<file path="config.mk">
export PLATFORM = sky130hd
export DESIGN_NAME = subbytes_seq_flat
export DESIGN_NICKNAME = d
export VERILOG_FILES = /design/src/rtl/subbytes_seq_if.sv /design/src/rtl/subbytes_seq.sv /design/src/flat_wrapper.sv
export SDC_FILE = /design/constraint.sdc
export NUM_CORES = 1
export LEC_CHECK = 0
export ABC_AREA = 1
export CORE_MARGIN = 10
export CORE_UTILIZATION = 35
export DETAILED_ROUTE_END_ITERATION = 7
export HOLD_SLACK_MARGIN = 0.1
export PLACE_DENSITY = 0.5
export REMOVE_ABC_BUFFERS = 1
export SLEW_MARGIN = 10
export SYNTH_ARGS = -nofsm -noshare
export SYNTH_HDL_FRONTEND = slang
export SYNTH_SLANG_ARGS = --single-unit
</file>
<file path="constraint.sdc">
create_clock -name clk -period 15.2 [get_ports clk]
set_clock_uncertainty 0.1 [all_clocks]
set_input_delay 3.8 -clock clk [delete_from_list [all_inputs] [get_ports clk]]
set_output_delay 3.8 -clock clk [all_outputs]
set_load 0.05 [all_outputs]
</file>
<file path="src/rtl/subbytes_seq_if.sv">
// Streaming handshake bundle for subbytes_seq: one 128-bit AES state in,
// one transformed state out, each with valid/ready.
interface subbytes_seq_if;
    logic         in_valid;
    logic         in_ready;
    logic [127:0] in_data;
    logic         out_valid;
    logic         out_ready;
    logic [127:0] out_data;

    modport master (
        output in_valid, in_data, out_ready,
        input  in_ready, out_valid, out_data
    );

    modport slave (
        input  in_valid, in_data, out_ready,
        output in_ready, out_valid, out_data
    );
endinterface

</file>
<file path="src/rtl/subbytes_seq.sv">
// Serial AES SubBytes over one shared pipelined sbox (16 bytes per state).
// Optional macro SUBBYTES_SHIFTROWS_EN folds ShiftRows into the result write address.
module subbytes_sbox #(
    parameter int LAT = 1
) (
    input  logic       clk,
    input  logic [7:0] addr,
    output logic [7:0] data
);
    function automatic logic [7:0] gf_mul(input logic [7:0] a, input logic [7:0] b);
        logic [7:0] p;
        logic [7:0] x;
        p = 8'h00;
        x = a;
        for (int i = 0; i < 8; i++) begin
            if (b[i]) p = p ^ x;
            else      p = p;
            x = {x[6:0], 1'b0} ^ (x[7] ? 8'h1b : 8'h00);
        end
        return p;
    endfunction

    // x^254 == x^-1 in GF(2^8), and maps 0 to 0 as the sbox requires
    function automatic logic [7:0] gf_inv(input logic [7:0] a);
        logic [7:0] r;
        logic [7:0] t;
        r = 8'h01;
        t = a;
        for (int i = 1; i < 8; i++) begin
            t = gf_mul(t, t);
            r = gf_mul(r, t);
        end
        return r;
    endfunction

    function automatic logic [7:0] affine(input logic [7:0] b);
        return b ^ {b[6:0], b[7]} ^ {b[5:0], b[7:6]} ^ {b[4:0], b[7:5]}
                 ^ {b[3:0], b[7:4]} ^ 8'h63;
    endfunction

    logic [7:0] pipe [LAT];

    // Sbox data pipeline; deliberately not reset, the issuer tracks validity.
    always_ff @(posedge clk) begin
        pipe[0] <= affine(gf_inv(addr));
        for (int i = 1; i < LAT; i++) begin
            pipe[i] <= pipe[i-1];
        end
    end

    assign data = pipe[LAT-1];
endmodule

module subbytes_seq #(
    parameter int SBOX_LAT = 1
) (
    input  logic                 clk,
    input  logic                 rst_n,
    subbytes_seq_if.slave        bus,
    output logic                 busy
);
    localparam logic [1:0] ST_IDLE = 2'd0;
    localparam logic [1:0] ST_RUN  = 2'd1;
    localparam logic [1:0] ST_DONE = 2'd2;

    logic [1:0]   state;
    logic [3:0]   cnt;
    logic         issued_all;
    logic [127:0] work;
    logic [127:0] result;
    logic         tag_v   [SBOX_LAT];
    logic [3:0]   tag_idx [SBOX_LAT];

    logic [7:0]   sbox_addr;
    logic [7:0]   sbox_data;
    logic         issue;
    logic         wr_en;
    logic [3:0]   wr_pos;
    logic         last_wr;

    function automatic logic [3:0] dest_pos(input logic [3:0] k);
`ifdef SUBBYTES_SHIFTROWS_EN
        logic [1:0] col;
        col = k[3:2] - k[1:0];
        return {col, k[1:0]};
`else
        return k;
`endif
    endfunction

    assign sbox_addr = work[{cnt, 3'b000} +: 8];
    assign issue     = (state == ST_RUN) && !issued_all;
    assign wr_en     = tag_v[SBOX_LAT-1];
    assign wr_pos    = dest_pos(tag_idx[SBOX_LAT-1]);
    assign last_wr   = wr_en && (tag_idx[SBOX_LAT-1] == 4'd15);

    subbytes_sbox #(.LAT(SBOX_LAT)) u_sbox (
        .clk  (clk),
        .addr (sbox_addr),
        .data (sbox_data)
    );

    // Control FSM, issue counter, valid-tag pipeline beside the sbox, and result capture.
    always_ff @(posedge clk) begin
        if (!rst_n) begin
            state      <= ST_IDLE;
            cnt        <= 4'd0;
            issued_all <= 1'b0;
            work       <= 128'd0;
            result     <= 128'd0;
            for (int i = 0; i < SBOX_LAT; i++) begin
                tag_v[i]   <= 1'b0;
                tag_idx[i] <= 4'd0;
            end
        end else begin
            tag_v[0]   <= issue;
            tag_idx[0] <= cnt;
            for (int i = 1; i < SBOX_LAT; i++) begin
                tag_v[i]   <= tag_v[i-1];
                tag_idx[i] <= tag_idx[i-1];
            end

            if (wr_en) begin
                result[{wr_pos, 3'b000} +: 8] <= sbox_data;
            end else begin
                result <= result;
            end

            case (state)
                ST_IDLE: begin
                    if (bus.in_valid) begin
                        work       <= bus.in_data;
                        cnt        <= 4'd0;
                        issued_all <= 1'b0;
                        state      <= ST_RUN;
                    end else begin
                        state <= ST_IDLE;
                    end
                end
                ST_RUN: begin
                    if (issue) begin
                        if (cnt == 4'd15) issued_all <= 1'b1;
                        else              cnt        <= cnt + 4'd1;
                    end else begin
                        cnt <= cnt;
                    end
                    if (last_wr) state <= ST_DONE;
                    else         state <= ST_RUN;
                end
                ST_DONE: begin
                    if (bus.out_ready) state <= ST_IDLE;
                    else               state <= ST_DONE;
                end
                default: state <= ST_IDLE;
            endcase
        end
    end

    assign bus.in_ready  = (state == ST_IDLE);
    assign bus.out_valid = (state == ST_DONE);
    assign bus.out_data  = result;
    assign busy          = (state != ST_IDLE);
endmodule

</file>
<file path="src/flat_wrapper.sv">
// flat-port wrapper written by rule: the top's interface ports become plain ports
module subbytes_seq_flat 
#(
    parameter int SBOX_LAT = 1
)
  (clk, rst_n, busy, bus_in_valid, bus_in_data, bus_out_ready, bus_in_ready, bus_out_valid, bus_out_data);
  subbytes_seq_if bus_i ();
  input  logic clk;
  input  logic rst_n;
  output logic busy;
  input wire logic [$bits(bus_i.in_valid)-1:0] bus_in_valid;
  input wire logic [$bits(bus_i.in_data)-1:0] bus_in_data;
  input wire logic [$bits(bus_i.out_ready)-1:0] bus_out_ready;
  output wire logic [$bits(bus_i.in_ready)-1:0] bus_in_ready;
  output wire logic [$bits(bus_i.out_valid)-1:0] bus_out_valid;
  output wire logic [$bits(bus_i.out_data)-1:0] bus_out_data;
  assign bus_i.in_valid = bus_in_valid;
  assign bus_i.in_data = bus_in_data;
  assign bus_i.out_ready = bus_out_ready;
  assign bus_in_ready = bus_i.in_ready;
  assign bus_out_valid = bus_i.out_valid;
  assign bus_out_data = bus_i.out_data;
  subbytes_seq #(.SBOX_LAT(SBOX_LAT)) u_core (.clk(clk), .rst_n(rst_n), .bus(bus_i), .busy(busy));
endmodule
</file>
## Word-level counts from Yosys, hierarchy flattened

Memories as Yosys holds them, arrays and structs flattened.
Index checks and enable logic that the tools add are counted.

| storage, ports and cells | value |
|---|---|
| flip-flop bits (word level) | 263 |
| RAM bits | 13 |
| bits in latches | 0 |
| word-level logic and storage cells | 448 |
| memories kept | 3 |
| ROM bits | 0 |

| operators by class | value |
|---|---|
| eq/ne operators | 8 |
| add/sub/neg operators | 2 |
| $lt $le $gt $ge | 0 |
| reduce and logical (&&, ||, !) cells | 11 |
| div/mod/pow operators | 0 |
| multiplexer cells | 222 |
| shift-type cells | 3 |
| bitwise operators | 194 |
| multipliers | 0 |

Memories:

| memory | words | width | rd ports | clocked after memory_dff | write ports | line | source |
|---|---|---|---|---|---|---|---|
| u_core.u_sbox.pipe | 1 | 8 | 1 | 0 | 1 | subbytes_seq.sv:41 | `logic [7:0] pipe [LAT];` |
| u_core.tag_idx | 1 | 4 | 1 | 0 | 1 | subbytes_seq.sv:72 | `logic [3:0] tag_idx [SBOX_LAT];` |
| u_core.tag_v | 1 | 1 | 1 | 0 | 1 | subbytes_seq.sv:71 | `logic tag_v [SBOX_LAT];` |

Operators with widths:

| cell | number |
|---|---|
| 8-bit 2-to-1 mux | 105 |
| 8-bit bitwise XOR | 95 |
| 8-bit by 5-bit bitwise XOR with 8-bit output | 91 |
| 5-bit 2-to-1 mux | 92 |
| 128-bit bitwise mux | 1 |
| 8-bit by 9-bit variable shift with 128-bit output (first input constant) | 1 |
| 128-bit by 8-bit indexed part select with 8-bit output | 1 |
| 8-bit by 9-bit indexed part select with 128-bit output | 1 |
| 4-bit 2-to-1 mux | 5 |
| 1-bit 2-to-1 mux | 10 |
| 7-bit negator with 9-bit output | 1 |
| 4-bit == test (second input constant) | 2 |
| 4-bit case mux with 2 select lines | 1 |
| 4-bit AND reduction | 2 |
| 7-bit 2-to-1 mux | 1 |
| 1-bit NOT (first input constant) | 7 |
| 2-bit 2-to-1 mux | 3 |
| 6-bit 2-to-1 mux | 1 |
| 2-bit != test (second input constant) | 3 |
| 2-bit case mux with 3 select lines | 1 |
| 4-bit by 1-bit adder with 4-bit output (second input constant) | 1 |
| 4-bit NOT | 1 |
| 2-bit nonzero test | 2 |
| 4-bit OR reduction | 1 |
| 10 further kinds | 11 |

## Longest topological paths before layout

Gate-level depths: netlist (run 1).

| logic depth | value |
|---|---|
| word-level depth | 133 |
| gate-level depth with buffers | 135 |

## Hierarchy

From an unflattened synthesis (run 1), not the netlist that was laid out.

| second synthesis, totals | value |
|---|---|
| cell total of the unflattened synthesis | 5505 |
| area, all modules | 29829.9 sq um |

Modules (own cells, without submodules):

| module | instances | area each (sq um) | cells an instance | seq. area each (sq um) |
|---|---|---|---|---|
| subbytes_sbox | 1 | 18665.4 | 3994 | 160.2 |
| subbytes_seq | 1 | 11164.5 | 1511 | 5365.1 |

## Least setup slack after synthesis (run 1)

OpenSTA, ideal clock, no wires.

| timing | value |
|---|---|
| path type | register to register |
| start point | reg u_core.cnt[0] |
| end point | mem u_core.u_sbox.pipe[0][0] |
| period minus slack after synthesis | 12352 ps |
| slack | 2848 ps |
| buffers on the path | 12 |
| arrival time | 12139 ps |
| cell stages (with the launch flop) | 105 |
| cells stage by stage | dfxtp_1 buf_6 buf_12 nand2_2 nand3_1 nand3_1 nand3_2 nand2_4 buf_6 ha_1 inv_1 nand3_1 nand2_2 nand2_1 nand3_1 nand3_1 nand2_1 inv_1 [... 69 more ...] nand3_1 nand3_1 nand2_4 nor2_1 xor2_1 nand2_2 nand3b_1 nand2_2 nand2_1 inv_1 nor2_2 nand2_1 nand2_1 nand2_1 nand2_1 nand2_1 nand3_1 nand2_1 |

| on the way | value |
|---|---|
| word-level cells in the longest chain between the ends | 130 |
| elaborated cells on any way between the ends | 391 |
| classes of those cells | 1 x shift; 203 x mux; 187 x bitwise |

Ends and longest elaborated chain:

| what | line | source |
|---|---|---|
| from (decl) | subbytes_seq.sv:67 | `logic [3:0] cnt;` |
| from (signal assigned) | subbytes_seq.sv:143 | `else cnt <= cnt + 4'd1;` |
| from (signal assigned) | subbytes_seq.sv:145 | `cnt <= cnt;` |
| 128-bit by 8-bit indexed part select with 8-bit output * | subbytes_seq.sv:91 | `assign sbox_addr = work[{cnt, 3'b000} +: 8];` |
| 5-bit 2-to-1 mux (tied with other cells) | subbytes_seq.sv:18 | `x = {x[6:0], 1'b0} ^ (x[7] ? 8'h1b : 8'h00);` |
| 8-bit by 5-bit bitwise XOR with 8-bit output / 8-bit bitwise XOR (equally long branches) | subbytes_seq.sv:18, subbytes_seq.sv:16 |  |
| 8-bit bitwise XOR / 8-bit 2-to-1 mux (equally long branches) | subbytes_seq.sv:16 | `if (b[i]) p = p ^ x;` |
| 8-bit 2-to-1 mux / 8-bit bitwise XOR (equally long branches) | subbytes_seq.sv:16 |  |
| 8-bit bitwise XOR / 8-bit 2-to-1 mux (equally long branches) | subbytes_seq.sv:16 |  |
| 8-bit 2-to-1 mux / 8-bit bitwise XOR (equally long branches) | subbytes_seq.sv:16 |  |
| 8-bit bitwise XOR / 8-bit 2-to-1 mux (equally long branches) | subbytes_seq.sv:16 |  |
| [... 112 more ...] | n/a |  |
| 8-bit 2-to-1 mux | subbytes_seq.sv:16 |  |
| 8-bit bitwise XOR | subbytes_seq.sv:16 |  |
| 8-bit 2-to-1 mux | subbytes_seq.sv:16 |  |
| 8-bit bitwise XOR | subbytes_seq.sv:16 |  |
| 8-bit 2-to-1 mux * | subbytes_seq.sv:16 |  |
| 8-bit bitwise XOR (3 in a row) | subbytes_seq.sv:37 | `return b ^ {b[6:0], b[7]} ^ {b[5:0], b[7:6]} ^ {b[4:0], b[7:5]}` |
| 8-bit bitwise XOR * | subbytes_seq.sv:38 | `^ {b[3:0], b[7:4]} ^ 8'h63;` |
| 4-bit NOT (no line) * | n/a |  |
| to (decl) | subbytes_seq.sv:41 |  |

Every way passes the cells marked *; elsewhere a longest branch is shown, timed or not.

## Worst setup path after layout (run 1)

| timing | value |
|---|---|
| start point | reg u_core.cnt[0] |
| end point | mem u_core.u_sbox.pipe[0][1] |

The elaborated chain is that of the path after synthesis.

==> results of run 1 <==
[placed cells by master, fill, tap and decap left out, drive strengths merged]
cell type	count
and2	1
nand3b	61
a22o	1
a21o	4
nand2	2188
o31ai	1
nand4	74
o211ai	8
clkinv	19
buf	118
nor3	27
bufinv	5
nor2	322
a211oi	3
xnor2	62
o21ai	316
o2111ai	1
nand3	837
o22ai	5
inv	639
nand2b	1
or2	17
nor4	2
ha	11
dfxtp	276
a21oi	256
clkdlybuf4s50	261
xor2	129
o21bai	15
diode	7
clkbuf	39
[final timing paths]
kind	start	to	slack, ps
min	u_core.issued_all	u_core.tag_v[0]	320
max	u_core.cnt[0]	u_core.u_sbox.pipe[0][1]	1380
max reg2reg	u_core.cnt[0]	u_core.u_sbox.pipe[0][1]	1380
min reg2reg	u_core.issued_all	u_core.tag_v[0]	320
[registers in the layout, indices dropped and copies added, names as in the netlist]
| signal | flops |
|---|---|
| u_core.tag_v | 1 |
| u_core.issued_all | 1 |
| u_core.u_sbox.pipe | 8 |
| u_core.state | 2 |
| u_core.work | 128 |
| u_core.cnt | 4 |
| u_core.tag_idx | 4 |
| u_core.bus.out_data | 128 |
[metal layers]
metal | GRT usage, % | part of all wire [%] | up-vias | wire, um
li1 | - | - | 17890 | -
met1 | 29.15 | 46 | 15860 | 54450
met4 | 3.639 | 1.7 | 14 | 1947
met5 | 0 | 0.068 | - | 80
met2 | 37.45 | 46 | 827 | 54530
met3 | 2.656 | 5.4 | 119 | 6362
[worst max-delay path, delay by kind of cell (launching register included)]
family          cells  cell delay [ps]
simple gates       76             8490
buf+inv            16             2020
fa+ha+maj           3             1000
flops               1              430
xor+xnor            6             1460
compound gates      1              160
[per-stage QoR]
stage	area, sq um	hold WS (ps)	cells	utilization [%]
after floorplan	30170	291.2	5266	-
after global placement	35050	306.4	6798	38.94
after CTS	36020	323.8	6849	40.02
final	36530	318.3	6882	40.58
after global routing	36520	352.9	6877	40.57
after detailed placement	35050	313.6	6798	38.94
[what timing repair did]
item                       4_1_cts  5_1_grt
setup buffers                    0       23
hold buffers                     0        0
setup endpoints to repair        0        8
gates resized for setup          0       57
hold endpoints to repair         0        0
[cells by family after synthesis]
kind of cell               count (synthesis)
and+or+nand+nor                         3528
adders and majority gates                 11
AOI/OAI and AO/OA                        610
DFF                                      276
xor gates and xnor gates                 191
buffers and inverters                    847
[final cells by class]
cell class / count / area [sq um] / share of cell area, %
Sequential cell: 276 / 5530 / 15.14
Clock inverter: 13 / 172.7 / 0.4727
Inverter: 650 / 2574 / 7.045
Tap cell: 1176 / 1471 / 4.028
Multi-Input combinational cell: 4342 / 22350 / 61.19
Timing Repair Buffer: 380 / 3612 / 9.888
Clock buffer: 38 / 798.3 / 2.185
Antenna cell: 7 / 17.52 / 0.04795
==> metrics.txt, run 1 <==
total CTS buffers=28; first-pass GRT wire length=around 180000 um; largest family of logic cells by synthesized area=simple AND/OR/NAND/NOR gates; Antenna Nets Post-Route=0; CTS root buf=clkbuf_16; number of global-route vias before repair=~32000; setup ws final=approximately 1400 ps; DIE WIDTH=about 320 um; clock sinks=about 280; largest cells by area after synthesis=nand2_1 21%, dfxtp_1 17%, nand3_1 12%, nand2_2 6.6%, inv_1 6.0%; TritonRoute pass-1 iters=6; Mapped Area=~32000 sq um; DR iter-0 viols=about 2600; pin count of the biggest net entering global routing=181; total global routing overflow=0; fraction of layout cells with a size suffix above 1=between 10% and 20%; final worst path period share=about nine tenths; asr flop ratio synth=0%; die area=103300 sq um; Hold Crit Class=register to register; DP Worst Slack=802.8 ps; Worst Hold Depth=1; initial antenna violation count=15; Std-Cell Rows=110; setup violators final=0; setup total negative slack=0 ps; Post-Synth XOR/XNOR Area=between 5 and 6%; # DRC=0; Post-Syn Area per Cell=5.818 sq um; Setup Crit Path Kind=register to register; Worst-Margin Slew=998.5 ps; Register-to-Register Path Depth=102; I/O Pins=roughly 260; area added between synthesis and finish=14.93%; count leader, synth=nand2_1; Slowest cell on crit path=dfxtp_4; drt via density=5.043; Fillers=about 10000; required time of the critical path=roughly 16000 ps; outcome=complete, no violations; Synth Instances=~5500; Starting Density=between 30% and 40%; multiplexer share of the synthesized area=0%; WL per Instance=approximately 17 um; Adder-Cell Fraction of Synth Area=less than 1%; Worst Setup End Kind=register; Max Slew Vio Count=0; clock buffer depth=3; synthesis-stage register bit count=~280; Seq/Total Area, Yosys=roughly 17%; Total Routing Usage GR=21.78%; post-synth top area share=between 20% and 30%; Worst-Skew Late Latency=roughly 600 ps; Main synth FF type=dfxtp_1; Simple-Gate Fraction of Synth Area=around 53%; estimated wirelength of the detail-placed design=90560 um; Synth Area in Compound Gates=around 10%; core area=around 90000 sq um; Fmax=a little over 0.07 GHz; # Max-Cap Violations=0; H-tree Lvls=1; most frequent cells after synthesis=1761 x nand2_1, 752 x nand3_1, 507 x inv_1; yosys warns=0; largest area contributor in the netlist=nand2_1; PortBufs=262; final hold vios=0; NumNets Final=between 5000 and 6000; Most common cell on crit path=nand2_1; CTS clock-pin slew for the worst setup and hold paths=approximately 70 ps; worst-path fanout max=18; Placer Congestion=about 0.89; Critical Path Max Stage Delay=430 ps; minimum clock period=roughly 14000 ps; Post-synth EDFFs=0; CTS tree=built; Chip Height=around 320 um; Unique masters post-synth=63; Total Routed Length=117400 um; max_slew headroom=between 30% and 40%; vias=~35000; startpoint type of the worst setup path=register; WP data arrival=about 14000 ps
Power of run 1 is left out: the tool's default activity adds up to more than one toggle a clock period on the data nets, which glitch-free logic cannot reach.
==> run 2: changes to the inputs <==
--- a/config.mk
+++ b/config.mk
@@ -11,4 +11,5 @@
 export DETAILED_ROUTE_END_ITERATION = 7
+export DONT_BUFFER_PORTS = 1
 export HOLD_SLACK_MARGIN = 0.1
-export PLACE_DENSITY = 0.5
+export PLACE_DENSITY = 0.46
 export REMOVE_ABC_BUFFERS = 1
==> constraint.sdc (replaced) <==
create_clock -name clk -period 15.2 [get_ports clk]
set_clock_uncertainty 0.1 [all_clocks]
set_input_delay 4.56 -clock clk [delete_from_list [all_inputs] [get_ports clk]]
set_output_delay 4.56 -clock clk [all_outputs]
set_load 0.05 [all_outputs]
==> run 2 against run 1 <==
  * First-iteration DRC count is 9.2% lower
  * Global-route usage down 0.11 points
  * Register-to-register slack worse by 80 ps
  * Via count is 3.1% lower
==> metrics.txt, run 2 (synthesis gave the netlist of run 1 again) <==
Worst R2R Start=u_core.cnt[0]; setup violators final=0; final worst path period share=between 90% and 100%; max_slew headroom=24.32%; CTS tree=built; commonest non-fill, non-tap cells in the layout=1755 x nand2_1, 751 x nand3_1, 507 x inv_1; Hold Crit Class=register to register; Most common cell on crit path=nand2_1; PortBufs=0; R2R Path End=u_core.u_sbox.pipe[0][5]; pin count of the biggest net entering global routing=239; Worst-Skew Late Latency=590 ps; DIE WIDTH=between 300 and 400 um; Post-Place Cells=~6500; TritonRoute pass-1 iters=6; die area=103300 sq um; vias=roughly 34000; # DRC=0; I/O Pins=between 200 and 300; min-delay src=u_core.issued_all; Chip Height=321.4 um; Register-to-Register Path Depth=98; fraction of layout cells with a size suffix above 1=15.80%; CTS clock-pin slew for the worst setup and hold paths=around 70 ps; clock sinks=about 280; final std cells w/o fill=approximately 6600; first-pass GRT wire length=around 180000 um; H-tree Lvls=1; # Max-Cap Violations=0; clock buffer depth=3; area added between synthesis and finish=5.027%; outcome=complete, no violations; minimum clock period=around 14000 ps; Max Slew Vio Count=0; Worst-Margin Slew=around 1100 ps; DP Worst Slack=~500 ps; Setup Crit Path Kind=register to register; WL per Instance=between 15 and 20 um; core area=90010 sq um; reg-to-reg slack, setup=~1300 ps; CTS root buf=clkbuf_16; estimated wirelength of the detail-placed design=90180 um; setup ws final=around 1300 ps; startpoint type of the worst setup path=register; Slowest cell on crit path=dfxtp_4; NumNets Final=5501; commonest non-fill, non-tap cell in the layout=nand2_1; Placer Congestion=about 0.9; Fmax=around 0.07 GHz; Worst Setup End Kind=register; Total Routed Length=roughly 120000 um; Starting Density=a little over a third; number of global-route vias before repair=between 30000 and 40000; final hold vios=0; drt via density=slightly above 5; Total Routing Usage GR=a little over a fifth; Hold-fix buffers, CTS=0; hold endpoint=u_core.tag_v[0]; total global routing overflow=0; initial antenna violation count=16; Antenna Nets Post-Route=0; total CTS buffers=29; DR iter-0 viols=2377; Critical Path Max Stage Delay=between 400 and 500 ps; required time of the critical path=15600 ps; WP data arrival=14300 ps; Std-Cell Rows=110; worst-path fanout max=31; Worst Hold Depth=1
==> run 2: changes by cell type in the layout (fill, tap and decap cells not counted), sizes merged, moves of 2 or more <==
cell and change:
nand2 -2, clkdlybuf4s50 -261, clkbuf +3, buf -58
==> run 2: final cells by class <==
cell class,instances,area (sq um)
Inverter,650,2567
Timing Repair Buffer,61,506.7
Fill cell,10130,56630
Clock buffer,41,840.8
Clock inverter,12,152.6
Antenna cell,7,17.52
Multi-Input combinational cell,4340,22290
Tap cell,1176,1471
Sequential cell,276,5533
==> run 2: how the worst max path moves through the flow <==
stage,from,end,slack [ps]
final,u_core.cnt[0],u_core.u_sbox.pipe[0][5],1300
after global routing,u_core.cnt[0],u_core.u_sbox.pipe[0][0],-7
after CTS,u_core.cnt[0],u_core.u_sbox.pipe[0][5],460
after detailed placement,u_core.cnt[0],u_core.u_sbox.pipe[0][5],500
after global placement,u_core.cnt[0],u_core.u_sbox.pipe[0][5],550
after floorplan,u_core.cnt[0],u_core.u_sbox.pipe[0][5],340
==> run 2: worst max-delay path, delay by kind of cell (launching register included) <==
family | cells | cell delay (ps)
AO/OA/AOI/OAI | 2 | 160
XOR/XNOR | 6 | 1540
adder cells (fa/ha/maj) | 1 | 390
buffers and inverters | 20 | 2510
flip-flops | 1 | 430
AND/OR/NAND/NOR | 69 | 8620
==> run 2: through the flow <==
stage                     area [sq um]  TNS (ps)  hold slack [ps]  utilization, %
final                            33380         0            339.3           37.09
after global routing             33370    -6.967            348.8           37.07
after CTS                        33000         0            340.2           36.67
after detailed placement         32010         0            329.6           35.56
after global placement           32010         0            331.3           35.56
after floorplan                  30170         0            291.2               -
==> run 2: routing by layer <==
layer | GRT usage (%) | vias to the layer above | part of all wire, %
met5 | 0 | - | 0.063
met4 | 3.650 | 12 | 1.7
met3 | 2.600 | 132 | 5.4
met2 | 37.02 | 828 | 47
met1 | 29.21 | 15420 | 46
li1 | - | 17240 | -
==> run 2: repair_timing <==
item | 4_1_cts | 5_1_grt
resized for setup | 0 | 44
buffers inserted | 0 | 15
setup endpoints to repair | 0 | 8
Power of run 2 is left out for the same reason.
